===== config.mk =====
export PLATFORM = sky130hd
export DESIGN_NAME = adffe_piso
export DESIGN_NICKNAME = d
export VERILOG_FILES = /design/src/rtl/adffe_piso.sv
export SDC_FILE = /design/constraint.sdc
export NUM_CORES = 1
export LEC_CHECK = 0
export BUFFER_PORTS_ARGS = -buffer_cell sky130_fd_sc_hd__buf_2
export CAP_MARGIN = 20
export CORE_MARGIN = 2
export CORE_UTILIZATION = 50
export CTS_BUF_LIST = sky130_fd_sc_hd__clkbuf_8
export DETAILED_ROUTE_END_ITERATION = 8
export GPL_TIMING_DRIVEN = 0
export PLACE_DENSITY_LB_ADDON = 0.05
export SETUP_SLACK_MARGIN = 0.15
export SLEW_MARGIN = 10
export SYNTH_ARGS = -nofsm -noshare
export SYNTH_HDL_FRONTEND = slang
export SYNTH_SLANG_ARGS = --single-unit

===== constraint.sdc =====
create_clock -name CLK -period 3.2 [get_ports CLK]
set_input_delay 0.48 -clock CLK [delete_from_list [all_inputs] [get_ports CLK]]
set_output_delay 0.48 -clock CLK [all_outputs]
set_load 0.01 [all_outputs]

===== src/rtl/adffe_piso.sv =====
// adffe_piso: enable-gated parallel word capture, drained one bit per beat over a valid/ready serial link
module adffe_piso #(
    parameter int WIDTH      = 8,
    parameter bit MSB_FIRST  = 1'b1,
    parameter bit IDLE_LEVEL = 1'b0
) (
    input  logic             CLK,
    input  logic             ARST,
    input  logic             EN,
    input  logic [WIDTH-1:0] D,
    output logic             READY,
    output logic             SOUT,
    output logic             SVALID,
    output logic             SLAST,
    input  logic             SREADY
);
    localparam int CW = $clog2(WIDTH) + 1;

    typedef enum logic {IDLE, SHIFT} state_t;

    state_t           state;
    logic [WIDTH-1:0] shreg;
    logic [CW-1:0]    cnt;

    // capture on load in IDLE, shift toward the output end on each accepted beat, return to IDLE after the last
    always_ff @(posedge CLK or negedge ARST) begin
        if (!ARST) begin
            state <= IDLE;
            shreg <= '0;
            cnt   <= '0;
        end else if (state == IDLE) begin
            if (EN) begin
                shreg <= D;
                cnt   <= '0;
                state <= SHIFT;
            end
        end else if (SREADY) begin
            if (SLAST) begin
                state <= IDLE;
            end else begin
                shreg <= MSB_FIRST ? shreg << 1 : shreg >> 1;
                cnt   <= cnt + CW'(1);
            end
        end
    end

    assign READY  = state == IDLE;
    assign SVALID = state == SHIFT;
    assign SLAST  = SVALID && cnt == CW'(WIDTH - 1);
    assign SOUT   = SVALID ? (MSB_FIRST ? shreg[WIDTH-1] : shreg[0]) : IDLE_LEVEL;
endmodule


==> impl_metrics.csv <==
group,metric,value,unit
clocking,clkTransAtPathRegs,60,ps
global_route,grt_pass1_wl,1.88,mm
sta,hold_viol,0,
sta,final_max_slew_viol_count,0,
yosys,synth_nets,67,
yosys,ys_seq_area_share,46.8,%
pwr,internal_power,0.000540,W
yosys,synth_compound_area_share,3.42,%
yosys,yosys.area_share.simple,13.5,%
sta,min_period_over_period,54.5,%
clocking,cts_resized,0,
layout,fill_cells,109,
floorplan,die_h,41.3,um
worst_setup_path,critPathLaunchType,"flop",
pwr,p_clk_share,18.7,%
worst_setup_path,ff2ff_path_depth,5,
layout,drive_above_1_share,50.7,%
floorplan,core_area,0.00130,sq mm
clocking,clk_latency,240,ps
floorplan,die_w,41.3,um
sta,max_slew_margin,78.9,%
pwr,p_per_area,958,mW/mm^2
global_route,grt_pass1_vias,436,
sta,final.setup.tns,0,ps
global_route,antenna_found_initial,0,
yosys,yosys_warnings,0,
pwr,leakagePower,0.431,nW
sta,finalSetupViolations,0,
yosys,synth_mux_area_share,29.5,%
clocking,root_buffer,"clkbuf_8",
global_route,grt_max_degree,14,
yosys,syn_inst,54,
run_status,status,"finished clean",
drt,dr.pass1.iters,2,
global_route,grt-ovfl-total,0,
worst_setup_path,critPathRequiredTime,2720,ps
clocking,post-cts-setup-buffer-count,0,
placement,place_congestion,0.810,
worst_setup_path,cp-end-kind,"output port",
yosys,yosysUniqueCellTypes,23,
sta,clock.fmax,573,MHz
drt,vias_per_cell,5.27,
drt,postRouteAntennaNets,0,
placement,hpwl,887,um
pwr,comb_power_share,46.5,%
pwr,p_sw,0.000261,W
clocking,ctsHtreeMaxLevel,1,
yosys,syn_avg_cell_area,12.9,sq um
yosys,synth_top_family_by_area,"multiplexers",
layout,diodes,0,
layout,final_nets,87,
drt,routedWlPerCell,14.2,um
floorplan,std_cell_rows,13,
drt,drt_iter0_drc,8,
floorplan,floorplan.die_area,0.00171,sq mm
clocking,cts_tree,"built",
sta,hold_slack,117,ps
yosys,synth_seq_cells,13,
worst_setup_path,r2r_slack,1490,ps
worst_setup_path,r2r_end,"shreg[5]",
worst_setup_path,crit_path_max_fanout,4,
floorplan,start_util,53.5,%
sta,worstMarginPinSlew,316,ps
yosys,synth-xor-area-share,0,%
drt,wl,1.25,mm
floorplan,ios,16,
layout,syn_to_final_growth,20.1,%
drt,drc,0,
clocking,clock-sinks,13,
drt,vias,464,
clocking,clock_path_buffers,2,
layout,stdcell_count,88,
sta,clock_skew,3.84,ps
clocking,numCtsBuffers,3,
worst_setup_path,arrival,1260,ps
pwr,peakVddDrop,0.451,mV
worst_setup_path,crit_type,"reg -> out",
placement,placed_area,790,sq um
placement,portBuffers,15,
sta,fin_crit,1740,ps
placement,placedCellCount,84,
global_route,grtUsageTotal,17.7,%
worst_setup_path,r2r-start,"cnt[0]",
flow_run,cap_violations,0,
pwr,p_seq_share,34.8,%
layout,final_cell_area,836,sq um
clocking,cts_hold_buf,0,
sta,rsz0062_at_grt,"no",
yosys,syn-cell-area,696,sq um
yosys,synth_fa_ha_area_share,1.80,%
pwr,switching_share,32.6,%
min_path,min_path_type,"in -> async",
==> worst max path at each step <==
stage               endpoint    from  slack, ps
finish                 SLAST  cnt[0]       1460
global route           SLAST  cnt[0]       1380
CTS                    SLAST  cnt[0]       1450
detailed placement    cnt[0]  cnt[0]       1500
global placement    shreg[1]  cnt[0]       1500
floorplan             cnt[0]  cnt[0]       1570
==> flip-flops by register name, summed over array words and instances (netlist names) <==
| name | count |
|---|---|
| SVALID | 1 |
| cnt | 4 |
| shreg | 8 |
==> final cells by class <==
class,instances,area (sq um),share of cell area (%)
timing repair buffer,15,75.1,8.98
clock buffer,3,41.3,4.94
sequential,13,325,38.9
tap,15,18.8,2.25
inverter,4,15.0,1.80
clock inverter,1,5.00,0.599
buffer,2,20.0,2.40
multi-input combinational,35,335,40.1
==> worst max-delay path, stage by stage (launching register included) <==
cell and delay (ps):
dfrtp_1 390, ha_1 200, and4b_4 290, buf_2 140
==> power by group through the flow <==
| stage | clock network, W | registers [W] | logic, W |
|---|---|---|---|
| 3_3_place_gp | 0 | 0.000280 | 0.000366 |
| 2_1_floorplan | 0 | 0.000270 | 0.000305 |
| 6_report | 0.000150 | 0.000279 | 0.000372 |
| 5_1_grt | 0.000157 | 0.000289 | 0.000409 |
| 4_1_cts | 0.000153 | 0.000279 | 0.000379 |
| 3_5_place_dp | 0 | 0.000282 | 0.000376 |
==> placed cells by master (no fill, tap or decap), types with 2 or more instances in the layout <==
cell	count
buf_2	16
dfrtp_1	13
mux2_2	7
mux2_4	7
inv_1	4
nand3_1	3
clkbuf_8	3
nor2_1	2
nand2_1	2
==> per-stage QoR <==
stage          utilization (%)  total power [W]  setup WS [ps]
2_1_floorplan                -         0.000575           1570
3_3_place_gp              60.7         0.000646           1500
3_5_place_dp              60.7         0.000657           1500
4_1_cts                   64.2         0.000811           1450
5_1_grt                   64.2         0.000855           1380
6_report                  64.2         0.000801           1460
==> synth_stat cells <==
master / n / area, sq um
mux2_2: 7 / 78.8
o21ai_1: 1 / 5.00
mux2_4: 7 / 105
and4b_4: 1 / 13.8
mux2_1: 1 / 11.3
nor2_1: 2 / 7.51
and2_1: 1 / 6.26
inv_1: 4 / 15.0
dfrtp_1: 13 / 325
a21oi_1: 1 / 5.00
nand2_1: 2 / 7.51
nand3_1: 3 / 15.0
nor2b_1: 1 / 6.26
or4_1: 1 / 7.51
buf_2: 1 / 5.00
mux2i_1: 1 / 10.0
nand3b_1: 1 / 7.51
o2bb2ai_1: 1 / 8.76
o21ai_0: 1 / 5.00
buf_8: 1 / 15.0
nand4_1: 1 / 6.26
nor3_4: 1 / 16.3
ha_1: 1 / 12.5
==> cells by family (layout without fill, tap and decap cells) <==
| group | count (synthesis) | after routing |
|---|---|---|
| muxes | 16 | 16 |
| AOI/OAI and AO/OA | 4 | 4 |
| DFF | 13 | 13 |
| buffers and inverters | 6 | 25 |
| and+or+nand+nor | 14 | 14 |
| adders and majority gates | 1 | 1 |
==> metal layers <==
| layer | global-route usage [%] | part of all wire (%) | wire length [um] |
|---|---|---|---|
| met5 | 0 | 0 | 0 |
| met3 | 3.19 | 3.0 | 38 |
| met4 | 9.68 | 0 | 0 |
| met2 | 27.0 | 51 | 637 |
| met1 | 23.9 | 46 | 574 |
No activity file was read; power rests on OpenSTA's default activity.
